`src/rtl/huff_pkg.sv`:
```
// Shared definitions for the Huffman codebook generator.
//   - huff_state_t : top-level phase of the generator
//   - huff_node_t  : per-slot merge-tree node {weight, active, group}
//   - len_w/code_w/wt_w : derive field widths from NSYM and FREQ_W
// The node struct uses a fixed weight width large enough for FREQ_W up to 16
// with NSYM up to 16; the generator narrows merged sums to its own WT_W.
package huff_pkg;

    typedef enum logic [1:0] {
        LOAD  = 2'd0,
        MERGE = 2'd1,
        CANON = 2'd2,
        EMIT  = 2'd3
    } huff_state_t;

    localparam int NODE_WT_W  = 20;
    localparam int NODE_GRP_W = 4;

    typedef struct packed {
        logic [NODE_WT_W-1:0]  weight;
        logic                  active;
        logic [NODE_GRP_W-1:0] group;
    } huff_node_t;

    // Code-length field width; also wide enough to index NSYM slots.
    function automatic int len_w(input int nsym);
        return $clog2(nsym);
    endfunction

    // Longest possible Huffman code for nsym symbols.
    function automatic int code_w(input int nsym);
        return nsym - 1;
    endfunction

    // Merged weight never exceeds nsym * (2**freq_w - 1).
    function automatic int wt_w(input int nsym, input int freq_w);
        return freq_w + $clog2(nsym);
    endfunction

endpackage

```
`src/rtl/huff_min2.sv`:
```
// Combinational selector of the two lowest-weight active slots.
//   weight[NSYM] : slot weights
//   active       : slot-active mask
//   a, b         : indices of the two minimum active slots, a < b
// Ranking is by weight; equal weights rank the lower index first.
module huff_min2
    import huff_pkg::*;
#(
    parameter  int NSYM  = 4,
    parameter  int WT_W  = NODE_WT_W,
    localparam int IDX_W = $clog2(NSYM)
) (
    input  logic [WT_W-1:0]  weight [NSYM],
    input  logic [NSYM-1:0]  active,
    output logic [IDX_W-1:0] a,
    output logic [IDX_W-1:0] b
);

    logic             found1, found2;
    logic [IDX_W-1:0] min1, min2;
    logic [WT_W-1:0]  wt1, wt2;

    // Ascending scan with strict compares keeps the earlier index on ties.
    always_comb begin
        found1 = 1'b0;
        found2 = 1'b0;
        min1   = '0;
        min2   = '0;
        wt1    = '0;
        wt2    = '0;
        for (int i = 0; i < NSYM; i++) begin
            if (active[i]) begin
                if (!found1 || weight[i] < wt1) begin
                    min2   = min1;
                    wt2    = wt1;
                    found2 = found1;
                    min1   = IDX_W'(i);
                    wt1    = weight[i];
                    found1 = 1'b1;
                end else if (!found2 || weight[i] < wt2) begin
                    min2   = IDX_W'(i);
                    wt2    = weight[i];
                    found2 = 1'b1;
                end
            end
        end
        a = (min1 < min2) ? min1 : min2;
        b = (min1 < min2) ? min2 : min1;
    end

endmodule

```
`src/rtl/huff_codebook_gen.sv`:
```
// Huffman codebook generator.
// Loads NSYM (symbol, frequency) pairs, builds code lengths with one merge per
// cycle, assigns canonical codes by a length-major scan, then streams one
// (symbol, code, length) record per input symbol in input order.
// Ports:
//   clk, reset                     : clock, synchronous active-high reset
//   in_valid/in_ready/in_sym/in_freq : load stream (in_ready high in LOAD)
//   out_valid/out_ready/out_sym/out_code/out_len : record stream
//   busy : high in MERGE, CANON, EMIT
//   done : one-cycle pulse after the last record is accepted
module huff_codebook_gen
    import huff_pkg::*;
#(
    parameter  int NSYM   = 4,
    parameter  int SYM_W  = 8,
    parameter  int FREQ_W = 4,
    localparam int LEN_W  = len_w(NSYM),
    localparam int CODE_W = code_w(NSYM),
    localparam int WT_W   = wt_w(NSYM, FREQ_W)
) (
    input  logic              clk,
    input  logic              reset,
    input  logic              in_valid,
    output logic              in_ready,
    input  logic [SYM_W-1:0]  in_sym,
    input  logic [FREQ_W-1:0] in_freq,
    output logic              out_valid,
    input  logic              out_ready,
    output logic [SYM_W-1:0]  out_sym,
    output logic [CODE_W-1:0] out_code,
    output logic [LEN_W-1:0]  out_len,
    output logic              busy,
    output logic              done
);

    localparam int               IDX_W    = LEN_W;
    localparam logic [IDX_W-1:0] LAST_IDX = IDX_W'(NSYM - 1);
    localparam logic [IDX_W-1:0] LAST_MRG = IDX_W'(NSYM - 2);
    localparam logic [LEN_W-1:0] MAX_LEN  = LEN_W'(CODE_W);

    huff_state_t state_reg, state_next;

    logic [IDX_W-1:0]  load_idx_reg, merge_cnt_reg, scan_idx_reg, emit_idx_reg;
    logic [LEN_W-1:0]  cur_len_reg;
    logic [CODE_W-1:0] next_code_reg;

    logic [SYM_W-1:0]  sym_mem  [NSYM];
    logic [LEN_W-1:0]  len_mem  [NSYM];
    logic [CODE_W-1:0] code_mem [NSYM];
    huff_node_t        node     [NSYM];

    logic [NODE_WT_W-1:0] weight_vec [NSYM];
    logic [NSYM-1:0]      active_vec;
    logic [IDX_W-1:0]     min_a, min_b;
    logic [WT_W-1:0]      merged_wt;
    logic                 scan_hit;
    logic [CODE_W-1:0]    code_inc;
    logic                 out_fire;

    genvar gi;
    generate
        for (gi = 0; gi < NSYM; gi++) begin : g_vec
            assign weight_vec[gi] = node[gi].weight;
            assign active_vec[gi] = node[gi].active;
        end
    endgenerate

    huff_min2 #(
        .NSYM (NSYM),
        .WT_W (NODE_WT_W)
    ) u_min2 (
        .weight (weight_vec),
        .active (active_vec),
        .a      (min_a),
        .b      (min_b)
    );

    assign merged_wt = WT_W'(node[min_a].weight + node[min_b].weight);
    assign scan_hit  = (len_mem[scan_idx_reg] == cur_len_reg);
    assign code_inc  = next_code_reg + CODE_W'(scan_hit);
    assign out_fire  = out_valid && out_ready;

    assign in_ready = (state_reg == LOAD);
    assign busy     = (state_reg != LOAD);

    always_ff @(posedge clk) begin
        if (reset) state_reg <= LOAD;
        else       state_reg <= state_next;
    end

    always_comb begin
        state_next = state_reg;
        case (state_reg)
            LOAD:  if (in_valid && load_idx_reg == LAST_IDX) state_next = MERGE;
            MERGE: if (merge_cnt_reg == LAST_MRG)            state_next = CANON;
            CANON: if (cur_len_reg == MAX_LEN && scan_idx_reg == LAST_IDX)
                       state_next = EMIT;
            EMIT:  if (out_fire && emit_idx_reg == LAST_IDX) state_next = LOAD;
            default: state_next = LOAD;
        endcase
    end

    always_ff @(posedge clk) begin
        if (reset) begin
            load_idx_reg  <= '0;
            merge_cnt_reg <= '0;
            scan_idx_reg  <= '0;
            emit_idx_reg  <= '0;
            cur_len_reg   <= '0;
            next_code_reg <= '0;
            out_valid     <= 1'b0;
            out_sym       <= '0;
            out_code      <= '0;
            out_len       <= '0;
            done          <= 1'b0;
            for (int s = 0; s < NSYM; s++) begin
                sym_mem[s]  <= '0;
                len_mem[s]  <= '0;
                code_mem[s] <= '0;
                node[s]     <= '0;
            end
        end else begin
            done <= 1'b0;
            case (state_reg)
                LOAD: begin
                    if (in_valid) begin
                        sym_mem[load_idx_reg] <= in_sym;
                        len_mem[load_idx_reg] <= '0;
                        node[load_idx_reg]    <= '{weight: NODE_WT_W'(in_freq),
                                                   active: 1'b1,
                                                   group:  NODE_GRP_W'(load_idx_reg)};
                        load_idx_reg  <= (load_idx_reg == LAST_IDX) ? '0 : load_idx_reg + 1'b1;
                        merge_cnt_reg <= '0;
                    end
                end
                MERGE: begin
                    node[min_a].weight <= NODE_WT_W'(merged_wt);
                    node[min_b].active <= 1'b0;
                    // Every symbol in either merged subtree moves one level deeper.
                    for (int s = 0; s < NSYM; s++) begin
                        if (node[s].group == NODE_GRP_W'(min_a) ||
                            node[s].group == NODE_GRP_W'(min_b)) begin
                            len_mem[s]    <= len_mem[s] + LEN_W'(1);
                            node[s].group <= NODE_GRP_W'(min_a);
                        end
                    end
                    merge_cnt_reg <= merge_cnt_reg + 1'b1;
                    if (merge_cnt_reg == LAST_MRG) begin
                        cur_len_reg   <= LEN_W'(1);
                        scan_idx_reg  <= '0;
                        next_code_reg <= '0;
                    end
                end
                CANON: begin
                    if (scan_hit) code_mem[scan_idx_reg] <= next_code_reg;
                    // End of a length pass: the first code of the next length
                    // is the successor of the last one, shifted left.
                    if (scan_idx_reg == LAST_IDX) begin
                        scan_idx_reg  <= '0;
                        cur_len_reg   <= cur_len_reg + LEN_W'(1);
                        next_code_reg <= code_inc << 1;
                    end else begin
                        scan_idx_reg  <= scan_idx_reg + 1'b1;
                        next_code_reg <= code_inc;
                    end
                    emit_idx_reg <= '0;
                end
                EMIT: begin
                    if (!out_valid) begin
                        out_valid <= 1'b1;
                        out_sym   <= sym_mem[emit_idx_reg];
                        out_code  <= code_mem[emit_idx_reg];
                        out_len   <= len_mem[emit_idx_reg];
                    end else if (out_ready) begin
                        if (emit_idx_reg == LAST_IDX) begin
                            out_valid    <= 1'b0;
                            done         <= 1'b1;
                            emit_idx_reg <= '0;
                        end else begin
                            emit_idx_reg <= emit_idx_reg + 1'b1;
                            out_sym      <= sym_mem[emit_idx_reg + 1'b1];
                            out_code     <= code_mem[emit_idx_reg + 1'b1];
                            out_len      <= len_mem[emit_idx_reg + 1'b1];
                        end
                    end
                end
                default: ;
            endcase
        end
    end

endmodule

```
`config.mk`:
```
export PLATFORM = sky130hd
export DESIGN_NAME = huff_codebook_gen
export DESIGN_NICKNAME = d
export VERILOG_FILES = /design/src/rtl/huff_pkg.sv /design/src/rtl/huff_min2.sv /design/src/rtl/huff_codebook_gen.sv
export SDC_FILE = /design/constraint.sdc
export NUM_CORES = 1
export LEC_CHECK = 0
export CAP_MARGIN = 25
export CORE_UTILIZATION = 38
export DETAILED_ROUTE_END_ITERATION = 12
export PLACE_DENSITY_LB_ADDON = 0.1
export SETUP_SLACK_MARGIN = 0.1
export SLEW_MARGIN = 25
export SYNTH_ARGS = -nofsm -noshare
export SYNTH_HDL_FRONTEND = slang
export SYNTH_SLANG_ARGS = --single-unit
```
`constraint.sdc`:
```
create_clock -name clk -period 17.6 [get_ports clk]
set_clock_uncertainty 0.2 [all_clocks]
set_input_delay 1.76 -clock clk [delete_from_list [all_inputs] [get_ports clk]]
set_output_delay 1.76 -clock clk [all_outputs]
set_load 0.05 [all_outputs]
```
# After elaboration in Yosys (flattened, before gate mapping)
# Memory sizes are Yosys's and may differ from the RTL's. A register that Yosys moved wholly into a read port is not among the register bits.
# Cells that the tools add are included.
dict set report totals {
  mem_count 4
  in_bits 16
  register_bits 30
  word_cells 233
  ram_bits 88
}
dict set report classes {
  bitwise_logic 11
  n_eq_ne 27
  n_addsub 11
  magnitude_cmp 6
  n_reduce_logical 35
  mux 127
}
# memory words word_bits rd rd_ports_with_merged_regs write_ports line_no
set mem_list {}
lappend mem_list {node 4 9 6 0 6 huff_codebook_gen.sv:50} ;# huff_node_t node [NSYM];
lappend mem_list {sym_mem 4 8 2 1 4 huff_codebook_gen.sv:47} ;# logic [SYM_W-1:0] sym_mem [NSYM];
lappend mem_list {code_mem 4 3 2 1 4 huff_codebook_gen.sv:49} ;# logic [CODE_W-1:0] code_mem [NSYM];
lappend mem_list {len_mem 4 2 7 2 4 huff_codebook_gen.sv:48} ;# logic [LEN_W-1:0] len_mem [NSYM];
# cell count
set op_table {}
lappend op_table {{$mux W20} 10}
lappend op_table {{$mux W2} 52}
lappend op_table {{$lt A20 B20 Y1} 5}
lappend op_table {{$mux W1} 48}
lappend op_table {{$eq A4 B2 Y1} 8}
lappend op_table {{$mux W8} 4}
lappend op_table {{$add A2 B1 Y2 const B} 9}
lappend op_table {{$mux W3} 6}
lappend op_table {{$ne A2 B2 Y1 const B} 8}
lappend op_table {{$pmux W2 S2} 4}
lappend op_table {{$eq A2 B2 Y1 const B} 7}
lappend op_table {{$logic_or A1 B1 Y1} 9}
lappend op_table {{$mux W9} 1}
lappend op_table {{$reduce_and A3 Y1} 3}
lappend op_table {{$reduce_or A9 Y1} 1}
lappend op_table {{$or A1 B1 Y1} 8}
lappend op_table {{$pmux W2 S4} 1}
lappend op_table {{$reduce_bool A2 Y1} 4}
lappend op_table {{$reduce_or A8 Y1} 1}
lappend op_table {{$add A6 B6 Y6} 1}
lappend op_table {{$pmux W3 S2} 1}
lappend op_table {{$reduce_and A2 Y1} 3}
lappend op_table {{$logic_not A1 Y1} 5}
lappend op_table {{$logic_and A1 B1 Y1} 4}
lappend op_table {{other kinds (11)} 14}

# Longest topological paths before layout
# Gate-level depths: netlist of run 1.
# An unclocked memory read counts as a cell.
dict set report depth {
  word_depth 26
  ltp_mapped 46
}

# Modules after synthesis
# From an unflattened synthesis of run 1, not the netlist that was laid out.
dict set report unflattened {
  hier_cells 1152
  hier_area_um2 10635.2
}
# module cells_each area_per_inst_um2 instances seq_area_each_um2
set by_module_without_submodules {}
lappend by_module_without_submodules {huff_codebook_gen 590 6734.0 1 3203.1}
lappend by_module_without_submodules {huff_min2 562 3901.2 1 0.0}

# Worst setup path before layout of run 1
# Ideal clock, no wire load.
dict set report synth_timing {
  path_type {reg2reg}
  start {memory node[0][2] (netlist bit)}
  end {memory node[1][8] (netlist bit) (data pin)}
  n_path_buf 3
  arrival_time_ns 9.564
  slack_ns 7.563
  path_stages_with_launch 42
  required_ns 17.127
  synth_period_minus_slack_ns 10.037
  path_cell_list {dfxtp_1 buf_6 clkbuf_8 nand2_1 ha_1 a211oi_2 o211ai_1 o21ai_1 mux2i_1 nor2_1 nand2_1 ha_1 a2111oi_0 nand4_1 o31ai_4 inv_1 mux2_2 a222oi_1 [... 6 more ...] a32o_1 ha_1 and2b_2 and4b_2 clkbuf_8 nor3_2 mux4_2 ha_1 a21o_1 a21oi_1 nor2b_1 o21ai_0 nand2b_1 and2_1 o32a_2 a211oi_1 xor2_1 nor4_1}
}
# item line_no
set synth_lines {}
lappend synth_lines {{start, declared} huff_codebook_gen.sv:50}

==> results of run 1 <==
==> synth_stat cells, types with 4 or more instances <==
cell type | number | area [µm²]
sky130_fd_sc_hd__a31oi_1 | 8 | 50.05
sky130_fd_sc_hd__a32o_1 | 4 | 40.04
sky130_fd_sc_hd__nor2b_1 | 6 | 37.54
sky130_fd_sc_hd__a21o_1 | 8 | 60.06
sky130_fd_sc_hd__and3_1 | 10 | 62.56
sky130_fd_sc_hd__xor2_1 | 13 | 113.9
sky130_fd_sc_hd__xnor2_1 | 6 | 52.55
sky130_fd_sc_hd__clkbuf_1 | 28 | 105.1
sky130_fd_sc_hd__dfxtp_1 | 46 | 920.9
sky130_fd_sc_hd__and2_1 | 35 | 219.0
sky130_fd_sc_hd__nand3_1 | 9 | 45.04
sky130_fd_sc_hd__nand2_1 | 55 | 206.5
sky130_fd_sc_hd__nor3b_1 | 7 | 52.55
sky130_fd_sc_hd__o211ai_1 | 4 | 30.03
sky130_fd_sc_hd__ha_1 | 47 | 588.1
sky130_fd_sc_hd__o31ai_1 | 6 | 45.04
sky130_fd_sc_hd__a222oi_1 | 5 | 50.05
sky130_fd_sc_hd__a21boi_1 | 4 | 30.03
sky130_fd_sc_hd__mux4_2 | 38 | 855.8
sky130_fd_sc_hd__o21ai_0 | 35 | 175.2
sky130_fd_sc_hd__nand2b_1 | 6 | 37.54
sky130_fd_sc_hd__or2_2 | 8 | 50.05
sky130_fd_sc_hd__a32oi_1 | 4 | 35.03
sky130_fd_sc_hd__nand4_1 | 4 | 25.02
sky130_fd_sc_hd__nor3_1 | 15 | 75.07
sky130_fd_sc_hd__clkbuf_8 | 7 | 96.34
sky130_fd_sc_hd__nor4_1 | 13 | 81.33
sky130_fd_sc_hd__a21oi_1 | 49 | 245.2
sky130_fd_sc_hd__inv_1 | 35 | 131.4
sky130_fd_sc_hd__o21a_1 | 7 | 52.55
sky130_fd_sc_hd__nor2_1 | 84 | 315.3
sky130_fd_sc_hd__a211oi_1 | 20 | 150.1
sky130_fd_sc_hd__mux2i_1 | 30 | 300.3
sky130_fd_sc_hd__edfxtp_1 | 76 | 2282
==> path summary, 6_finish.rpt <==
| kind | endpoint | depth (start not counted) |
|---|---|---|
| setup / recovery | node[3][8] | 36 |
| hold / removal | emit_idx_reg[1] | 2 |
| setup reg to reg | node[3][8] | 36 |
| hold reg to reg | emit_idx_reg[1] | 2 |
==> per-stage QoR <==
stage / area [µm²] / power (mW) / utilization
final: 9462 / 0.9764 / 0.4349
after global routing: 9462 / 1.027 / 0.4349
after CTS: 9455 / 0.9783 / 0.4346
after detailed placement: 8884 / 0.6432 / 0.4083
after global placement: 8876 / 0.6371 / 0.4080
after floorplan: 8408 / 0.5724 / -
==> layout make-up <==
cell class,count,area (µm²)
fill,2123,12290
tap,280,350.3
timing repair buffer,42,390.4
multi-input combinational,608,4813
clock buffer,25,508.0
clock inverter,6,63.81
inverter,35,131.4
sequential,122,3204
==> cells by family (layout without fill, tap and decap cells) <==
kind of cell | after synthesis | count (layout)
mux | 71 | 71
xor+xnor | 19 | 19
compound gates | 195 | 195
buf+inv | 80 | 108
fa+ha+maj | 48 | 48
simple gates | 275 | 275
flops | 122 | 122
==> worst max-delay path: cells and delay by family, from the launching register on <==
| family | cells | cell delay, ns |
|---|---|---|
| adders and majority gates | 5 | 1.44 |
| muxes | 1 | 0.61 |
| and+or+nand+nor | 11 | 2.23 |
| xor gates and xnor gates | 1 | 0.32 |
| AOI/OAI and AO/OA | 17 | 5.78 |
| DFF | 1 | 0.80 |
| buffers and inverters | 1 | 0.13 |
==> power by group through the flow <==
| stage | Sequential [mW] | Combinational [mW] | Clock (mW) |
|---|---|---|---|
| 2_1_floorplan | 0.349 | 0.223 | 0 |
| 3_3_place_gp | 0.368 | 0.269 | 0 |
| 3_5_place_dp | 0.369 | 0.274 | 0 |
| 4_1_cts | 0.363 | 0.276 | 0.339 |
| 5_1_grt | 0.367 | 0.308 | 0.352 |
| 6_report | 0.364 | 0.278 | 0.335 |
==> per-layer routing <==
metal / routed length, µm / up-vias
met3: 971 / 34
met5: 0 / -
met4: 442 / 0
met2: 11760 / 179
met1: 9940 / 3281
li1: - / 3129
==> flow_results.xml, run 1 <==
<?xml version="1.0" encoding="UTF-8"?>
<metrics>
  <group name="pwr">
    <metric name="power_per_cell_area" unit="nW/µm²">103.2</metric>
    <metric name="share_comb_of_total_power" unit="">0.284</metric>
    <metric name="power.ir.vdd_worst" unit="V">0.00005793</metric>
    <metric name="p_leak" unit="nW">3.343</metric>
    <metric name="power.share.clock" unit="">0.343</metric>
    <metric name="power.share.sequential" unit="">0.373</metric>
    <metric name="cell_internal_pwr" unit="mW">0.6540</metric>
    <metric name="sw_frac" unit="">0.3302</metric>
    <metric name="power.net_switching" unit="mW">0.3225</metric>
  </group>
  <group name="floorplan">
    <metric name="num_io_pins" unit="">33</metric>
    <metric name="placement_rows" unit="">54</metric>
    <metric name="floorplan.initialDensity" unit="">0.3865</metric>
    <metric name="core_region_area" unit="µm²">21760</metric>
    <metric name="die-area" unit="µm²">22730</metric>
    <metric name="die-height" unit="µm">150.8</metric>
    <metric name="fp.dieW" unit="µm">150.8</metric>
  </group>
  <group name="logic_synthesis">
    <metric name="yosys_warnings" unit="">0</metric>
    <metric name="ys_seq_area_frac" unit="">0.3810</metric>
    <metric name="asyncSetResetFlopFracSynth" unit="">0</metric>
    <metric name="synth_xor_xnor_area_share" unit="">0.01979</metric>
    <metric name="postSynth.topFlopCell" unit="">sky130_fd_sc_hd__edfxtp_1</metric>
    <metric name="main_combinational_cell_family_by_area_after_synthesis" unit="">simple AND/OR/NAND/NOR gates</metric>
    <metric name="number_of_enable_type_register_cells_in_the_synthesized_netlist" unit="">76</metric>
    <metric name="netlist_instances" unit="">810</metric>
    <metric name="post_synth_and_or_nand_nor_area_fraction" unit="">0.1723</metric>
    <metric name="nets_in_the_synthesized_netlist" unit="">874</metric>
    <metric name="synth-compound-area-share" unit="">0.1628</metric>
    <metric name="postSynthAreaPerCell" unit="µm²">10.38</metric>
    <metric name="yosys-mux-area-fraction" unit="">0.1433</metric>
    <metric name="netlist-cell-type-count" unit="">82</metric>
    <metric name="synth_fa_ha_area_frac" unit="">0.07232</metric>
    <metric name="synth_area" unit="µm²">8408</metric>
    <metric name="ffs_latches_synth" unit="">122</metric>
  </group>
  <group name="placement">
    <metric name="hpwl" unit="mm">16.91</metric>
    <metric name="weighted_congestion_at_the_end_of_routability_driven_global_placement" unit="">0.9121</metric>
    <metric name="place_worst_setup_slack" unit="ns">5.472</metric>
    <metric name="dpl.cell_count" unit="">1087</metric>
    <metric name="port_buffers" unit="">32</metric>
  </group>
  <group name="sta">
    <metric name="worst_slew_margin_rel" unit="">0.3622</metric>
    <metric name="min_period_over_period" unit="">0.6728</metric>
    <metric name="total_neg_setup_slack" unit="ns">0</metric>
    <metric name="timing.final.crit_period" unit="ns">11.84</metric>
    <metric name="final.hold.worst_slack" unit="ns">0.2820</metric>
    <metric name="max_freq" unit="MHz">84.45</metric>
    <metric name="final_hold_viol_count" unit="">0</metric>
    <metric name="setup_slack" unit="ns">5.759</metric>
    <metric name="rsz0062_at_grt" unit="">false</metric>
    <metric name="timing.final.max_slew_violations" unit="">0</metric>
    <metric name="worst-slew-pin-transition" unit="ns">0.9483</metric>
    <metric name="final-setup-viol-count" unit="">0</metric>
  </group>
  <group name="clock_tree">
    <metric name="cts.sinks" unit="">122</metric>
    <metric name="numCtsBuffers" unit="">17</metric>
    <metric name="clock-root-buffer" unit="">sky130_fd_sc_hd__clkbuf_16</metric>
    <metric name="tritoncts" unit="">built</metric>
    <metric name="cts_clock_pin_slew_for_the_worst_setup_and_hold_paths" unit="ns">0.05</metric>
    <metric name="htree_num_levels" unit="">4</metric>
    <metric name="ctsHoldBuffers" unit="">0</metric>
    <metric name="insertion_delay_of_the_later_clocked_pin_in_the_worst_skew_pair" unit="ns">0.42</metric>
    <metric name="cts_buffer_depth" unit="">2</metric>
    <metric name="cts.repair_timing.setup_buffer_count" unit="">0</metric>
    <metric name="postCtsResizedCells" unit="">0</metric>
  </group>
  <group name="route">
    <metric name="drt_wl_cell" unit="µm">20.68</metric>
    <metric name="finalWirelength" unit="mm">23.12</metric>
    <metric name="avgViaCountPerCell" unit="">5.924</metric>
    <metric name="drt_first_pass_iters" unit="">5</metric>
    <metric name="drc" unit="">0</metric>
    <metric name="vias" unit="">6623</metric>
    <metric name="postRouteAntennaNets" unit="">0</metric>
    <metric name="first_iter_violations" unit="">359</metric>
  </group>
  <group name="final_layout">
    <metric name="flow.area_growth_from_synthesis" unit="%">12.53</metric>
    <metric name="layoutNonFillerInstCount" unit="">1118</metric>
    <metric name="number_of_flip_flops_under_the_largest_register_name" unit="">36</metric>
    <metric name="layout-drive-gt1-share" unit="">0.1384</metric>
    <metric name="most_common_cell_after_layout_fill_and_taps_aside" unit="">sky130_fd_sc_hd__nor2_1</metric>
    <metric name="largest_registers" unit="">node (36), sym_mem (32), code_mem (12)</metric>
    <metric name="design.final.nets" unit="">890</metric>
    <metric name="max_flop_register" unit="">node</metric>
    <metric name="diodes" unit="">0</metric>
    <metric name="final_cell_mix" unit="">sky130_fd_sc_hd__nor2_1 (84), sky130_fd_sc_hd__edfxtp_1 (76), sky130_fd_sc_hd__nand2_1 (55)</metric>
  </group>
  <group name="worst_hold_path">
    <metric name="hold_path.class" unit="">flip-flop to flip-flop</metric>
    <metric name="worstHoldStart" unit="">emit_idx_reg[1]</metric>
  </group>
  <group name="global_routing">
    <metric name="global_route.usage.total" unit="">0.2151</metric>
    <metric name="overflow" unit="">0</metric>
    <metric name="first_global_vias" unit="">6682</metric>
    <metric name="gr-usage-met1" unit="">0.2705</metric>
    <metric name="grt_antenna_before_repair" unit="">0</metric>
    <metric name="global_route.peak_usage_layer" unit="">met2</metric>
    <metric name="gr-usage-met2" unit="">0.3748</metric>
    <metric name="grt_max_degree" unit="">46</metric>
    <metric name="grt_pass1_wl" unit="mm">36.71</metric>
    <metric name="global_routing_met3_resource_utilization" unit="">0.02939</metric>
  </group>
  <group name="worst_setup_path">
    <metric name="timing.rr.start" unit="">node[0][2]</metric>
    <metric name="reg2reg_setup_slack" unit="ns">5.76</metric>
    <metric name="timing.critical_path.from" unit="">node[0][2]</metric>
    <metric name="critical_path.endpoint_type" unit="">flip-flop</metric>
    <metric name="critPathRequiredTime" unit="ns">17.54</metric>
    <metric name="timing.critical_path.from_type" unit="">flip-flop</metric>
    <metric name="worst-endpoint-arrival" unit="ns">11.78</metric>
    <metric name="worstSetupPathType" unit="">flip-flop to flip-flop</metric>
    <metric name="worst_path_most_repeated_cell" unit="">sky130_fd_sc_hd__ha_1</metric>
    <metric name="max_stage_delay" unit="ns">0.80</metric>
    <metric name="critical_path.slowest_cell" unit="">sky130_fd_sc_hd__dfxtp_1</metric>
    <metric name="timing.critical_path.fanout_max" unit="">19</metric>
  </group>
  <group name="job">
    <metric name="cap_viol_max_count" unit="">0</metric>
  </group>
  <group name="run_status">
    <metric name="outcome" unit="">completed</metric>
  </group>
</metrics>
No activity file was read; power rests on OpenSTA's default activity.
==> run 2, diff against run 1 <==
==> constraint.sdc (replaced) <==
create_clock -name clk -period 10.7 [get_ports clk]
set_clock_uncertainty 0.2 [all_clocks]
set_input_delay 1.07 -clock clk [delete_from_list [all_inputs] [get_ports clk]]
set_output_delay 1.07 -clock clk [all_outputs]
set_load 0.05 [all_outputs]
==> flow_results.xml, run 2 (synthesis results as in run 1) <==
<?xml version="1.0" encoding="UTF-8"?>
<metrics>
  <group name="pwr">
    <metric name="power.ir.vdd_worst" unit="V">0.00007454</metric>
    <metric name="power.share.clock" unit="">0.365</metric>
    <metric name="power.net_switching" unit="mW">0.5537</metric>
    <metric name="share_comb_of_total_power" unit="">0.291</metric>
    <metric name="power_per_cell_area" unit="nW/µm²">176.3</metric>
    <metric name="sw_frac" unit="">0.3238</metric>
    <metric name="p_leak" unit="nW">3.470</metric>
    <metric name="cell_internal_pwr" unit="mW">1.156</metric>
    <metric name="power.share.sequential" unit="">0.343</metric>
  </group>
  <group name="sta">
    <metric name="total_neg_setup_slack" unit="ns">0</metric>
    <metric name="worst_slew_margin_rel" unit="">0.3533</metric>
    <metric name="final.hold.worst_slack" unit="ns">0.2933</metric>
    <metric name="timing.final.crit_period" unit="ns">9.979</metric>
    <metric name="final-setup-viol-count" unit="">0</metric>
    <metric name="worst-slew-pin-transition" unit="ns">0.9636</metric>
    <metric name="rsz0062_at_grt" unit="">false</metric>
    <metric name="max_freq" unit="MHz">100.2</metric>
    <metric name="timing.final.max_slew_violations" unit="">0</metric>
    <metric name="min_period_over_period" unit="">0.9326</metric>
    <metric name="final_hold_viol_count" unit="">0</metric>
  </group>
  <group name="final_layout">
    <metric name="final_cell_mix" unit="">sky130_fd_sc_hd__nor2_1 (84), sky130_fd_sc_hd__edfxtp_1 (76), sky130_fd_sc_hd__nand2_1 (55)</metric>
    <metric name="largest_registers" unit="">node (36), sym_mem (32), code_mem (12)</metric>
    <metric name="flow.area_growth_from_synthesis" unit="%">15.36</metric>
    <metric name="most_common_cell_after_layout_fill_and_taps_aside" unit="">sky130_fd_sc_hd__nor2_1</metric>
    <metric name="diodes" unit="">0</metric>
    <metric name="design.final.nets" unit="">907</metric>
    <metric name="max_flop_register" unit="">node</metric>
    <metric name="number_of_flip_flops_under_the_largest_register_name" unit="">36</metric>
    <metric name="layout-drive-gt1-share" unit="">0.1671</metric>
  </group>
  <group name="worst_setup_path">
    <metric name="timing.critical_path.fanout_max" unit="">6</metric>
    <metric name="max_stage_delay" unit="ns">0.58</metric>
    <metric name="worstSetupPathType" unit="">flip-flop to flip-flop</metric>
    <metric name="critical_path.slowest_cell" unit="">sky130_fd_sc_hd__mux4_2</metric>
    <metric name="critical_path.endpoint_type" unit="">flip-flop</metric>
    <metric name="timing.critical_path.from_type" unit="">flip-flop</metric>
    <metric name="critPathRequiredTime" unit="ns">10.64</metric>
    <metric name="worst_path_most_repeated_cell" unit="">sky130_fd_sc_hd__ha_1</metric>
    <metric name="path_buf_inv" unit="">4</metric>
    <metric name="worst_path_dominant_cell_family" unit="">compound AO/OA/AOI/OAI gates</metric>
    <metric name="worst-endpoint-arrival" unit="ns">9.92</metric>
  </group>
  <group name="route">
    <metric name="drt_first_pass_iters" unit="">5</metric>
    <metric name="vias" unit="">6621</metric>
    <metric name="drc" unit="">0</metric>
    <metric name="first_iter_violations" unit="">390</metric>
    <metric name="avgViaCountPerCell" unit="">5.828</metric>
    <metric name="finalWirelength" unit="mm">23.56</metric>
    <metric name="postRouteAntennaNets" unit="">0</metric>
    <metric name="drt_wl_cell" unit="µm">20.74</metric>
  </group>
  <group name="floorplan">
    <metric name="fp.dieW" unit="µm">150.8</metric>
    <metric name="die-area" unit="µm²">22730</metric>
    <metric name="die-height" unit="µm">150.8</metric>
    <metric name="placement_rows" unit="">54</metric>
    <metric name="floorplan.initialDensity" unit="">0.3865</metric>
    <metric name="num_io_pins" unit="">33</metric>
    <metric name="core_region_area" unit="µm²">21760</metric>
  </group>
  <group name="placement">
    <metric name="hpwl" unit="mm">17.36</metric>
    <metric name="port_buffers" unit="">32</metric>
    <metric name="weighted_congestion_at_the_end_of_routability_driven_global_placement" unit="">0.8941</metric>
  </group>
  <group name="global_routing">
    <metric name="global_routing_met3_resource_utilization" unit="">0.03636</metric>
    <metric name="first_global_vias" unit="">6694</metric>
    <metric name="global_route.usage.total" unit="">0.2172</metric>
    <metric name="grt_pass1_wl" unit="mm">36.89</metric>
    <metric name="gr-usage-met2" unit="">0.3839</metric>
    <metric name="grt_max_degree" unit="">46</metric>
    <metric name="gr-usage-met1" unit="">0.2616</metric>
    <metric name="global_route.peak_usage_layer" unit="">met2</metric>
    <metric name="grt_antenna_before_repair" unit="">0</metric>
    <metric name="overflow" unit="">0</metric>
  </group>
  <group name="clock_tree">
    <metric name="htree_num_levels" unit="">4</metric>
    <metric name="clock-root-buffer" unit="">sky130_fd_sc_hd__clkbuf_16</metric>
    <metric name="cts_buffer_depth" unit="">2</metric>
    <metric name="cts.sinks" unit="">122</metric>
    <metric name="ctsHoldBuffers" unit="">0</metric>
    <metric name="cts_clock_pin_slew_for_the_worst_setup_and_hold_paths" unit="ns">0.05</metric>
    <metric name="tritoncts" unit="">built</metric>
    <metric name="insertion_delay_of_the_later_clocked_pin_in_the_worst_skew_pair" unit="ns">0.41</metric>
    <metric name="numCtsBuffers" unit="">17</metric>
  </group>
  <group name="worst_hold_path">
    <metric name="hold_path.class" unit="">flip-flop to flip-flop</metric>
  </group>
  <group name="job">
    <metric name="cap_viol_max_count" unit="">0</metric>
  </group>
  <group name="run_status">
    <metric name="outcome" unit="">completed</metric>
  </group>
</metrics>
==> run 2: cell count changes in the layout (fill, tap and decap cells not counted), sizes merged <==
cell / previous run / this run
buf: 11 / 28
clkbuf: 25 / 20
bufinv: 1 / 5
clkinv: 3 / 5
==> run 2: per-stage QoR <==
| stage | cell area, µm² | setup slack (ns) | std cells | util | power [mW] |
|---|---|---|---|---|---|
| after CTS | 9617 | 0.1431 | 1132 | 0.4420 | 1.701 |
| after floorplan | 8408 | 0.6629 | 810 | - | 0.9416 |
| after global routing | 9699 | 0.1079 | 1136 | 0.4458 | 1.790 |
| after global placement | 8974 | 0.2064 | 1100 | 0.4125 | 1.065 |
| final | 9699 | 0.7209 | 1136 | 0.4458 | 1.710 |
| after detailed placement | 8982 | 0.1924 | 1100 | 0.4129 | 1.074 |
==> run 2: area by class of cell <==
cell class | instances | area (µm²)
clock inverter | 12 | 197.7
fill | 2067 | 12060
timing repair buffer | 59 | 518.0
clock buffer | 20 | 436.7
sequential | 122 | 3206
inverter | 35 | 131.4
multi-input combinational | 608 | 4860
tap | 280 | 350.3
==> run 2: final timing paths <==
kind	cells past startpoint	slack (ns)	end	from
setup / recovery	43	0.72	node[1][8]	node[0][4]
hold / removal	2	0.29	emit_idx_reg[1]	emit_idx_reg[1]
setup reg to reg	43	0.72	node[1][8]	node[0][4]
hold reg to reg	2	0.29	emit_idx_reg[1]	emit_idx_reg[1]
==> run 2: repair_timing <==
| item | CTS | global route |
|---|---|---|
| hold endpoints to repair | 0 | 0 |
| gates resized for setup | 0 | 16 |
| buffers inserted | 0 | 4 |
| setup endpoints to repair | 0 | 12 |
==> run 2: power by group through the flow <==
stage | sequential, mW | clock [mW] | combinational [mW]
after detailed placement | 0.596 | 0 | 0.478
after CTS | 0.586 | 0.633 | 0.482
after floorplan | 0.575 | 0 | 0.367
after global routing | 0.593 | 0.653 | 0.544
final | 0.587 | 0.625 | 0.498
after global placement | 0.593 | 0 | 0.472
==> run 2: per-layer routing <==
layer / wire length [µm] / vias up
li1: - / 3147
met1: 10180 / 3288
met2: 12070 / 153
met3: 751 / 33
met4: 562 / 0
met5: 0 / -
==> run 2: worst register-to-register path: cells and delay by family, from the launching register on <==
| kind | cells | cell delay [ns] |
|---|---|---|
| AO/OA/AOI/OAI | 16 | 3.42 |
| AND/OR/NAND/NOR | 14 | 2.33 |
| adder cells (fa/ha/maj) | 5 | 1.47 |
| multiplexers | 3 | 1.01 |
| buffers and inverters | 4 | 0.67 |
| flip-flops | 1 | 0.45 |
| XOR/XNOR | 1 | 0.17 |
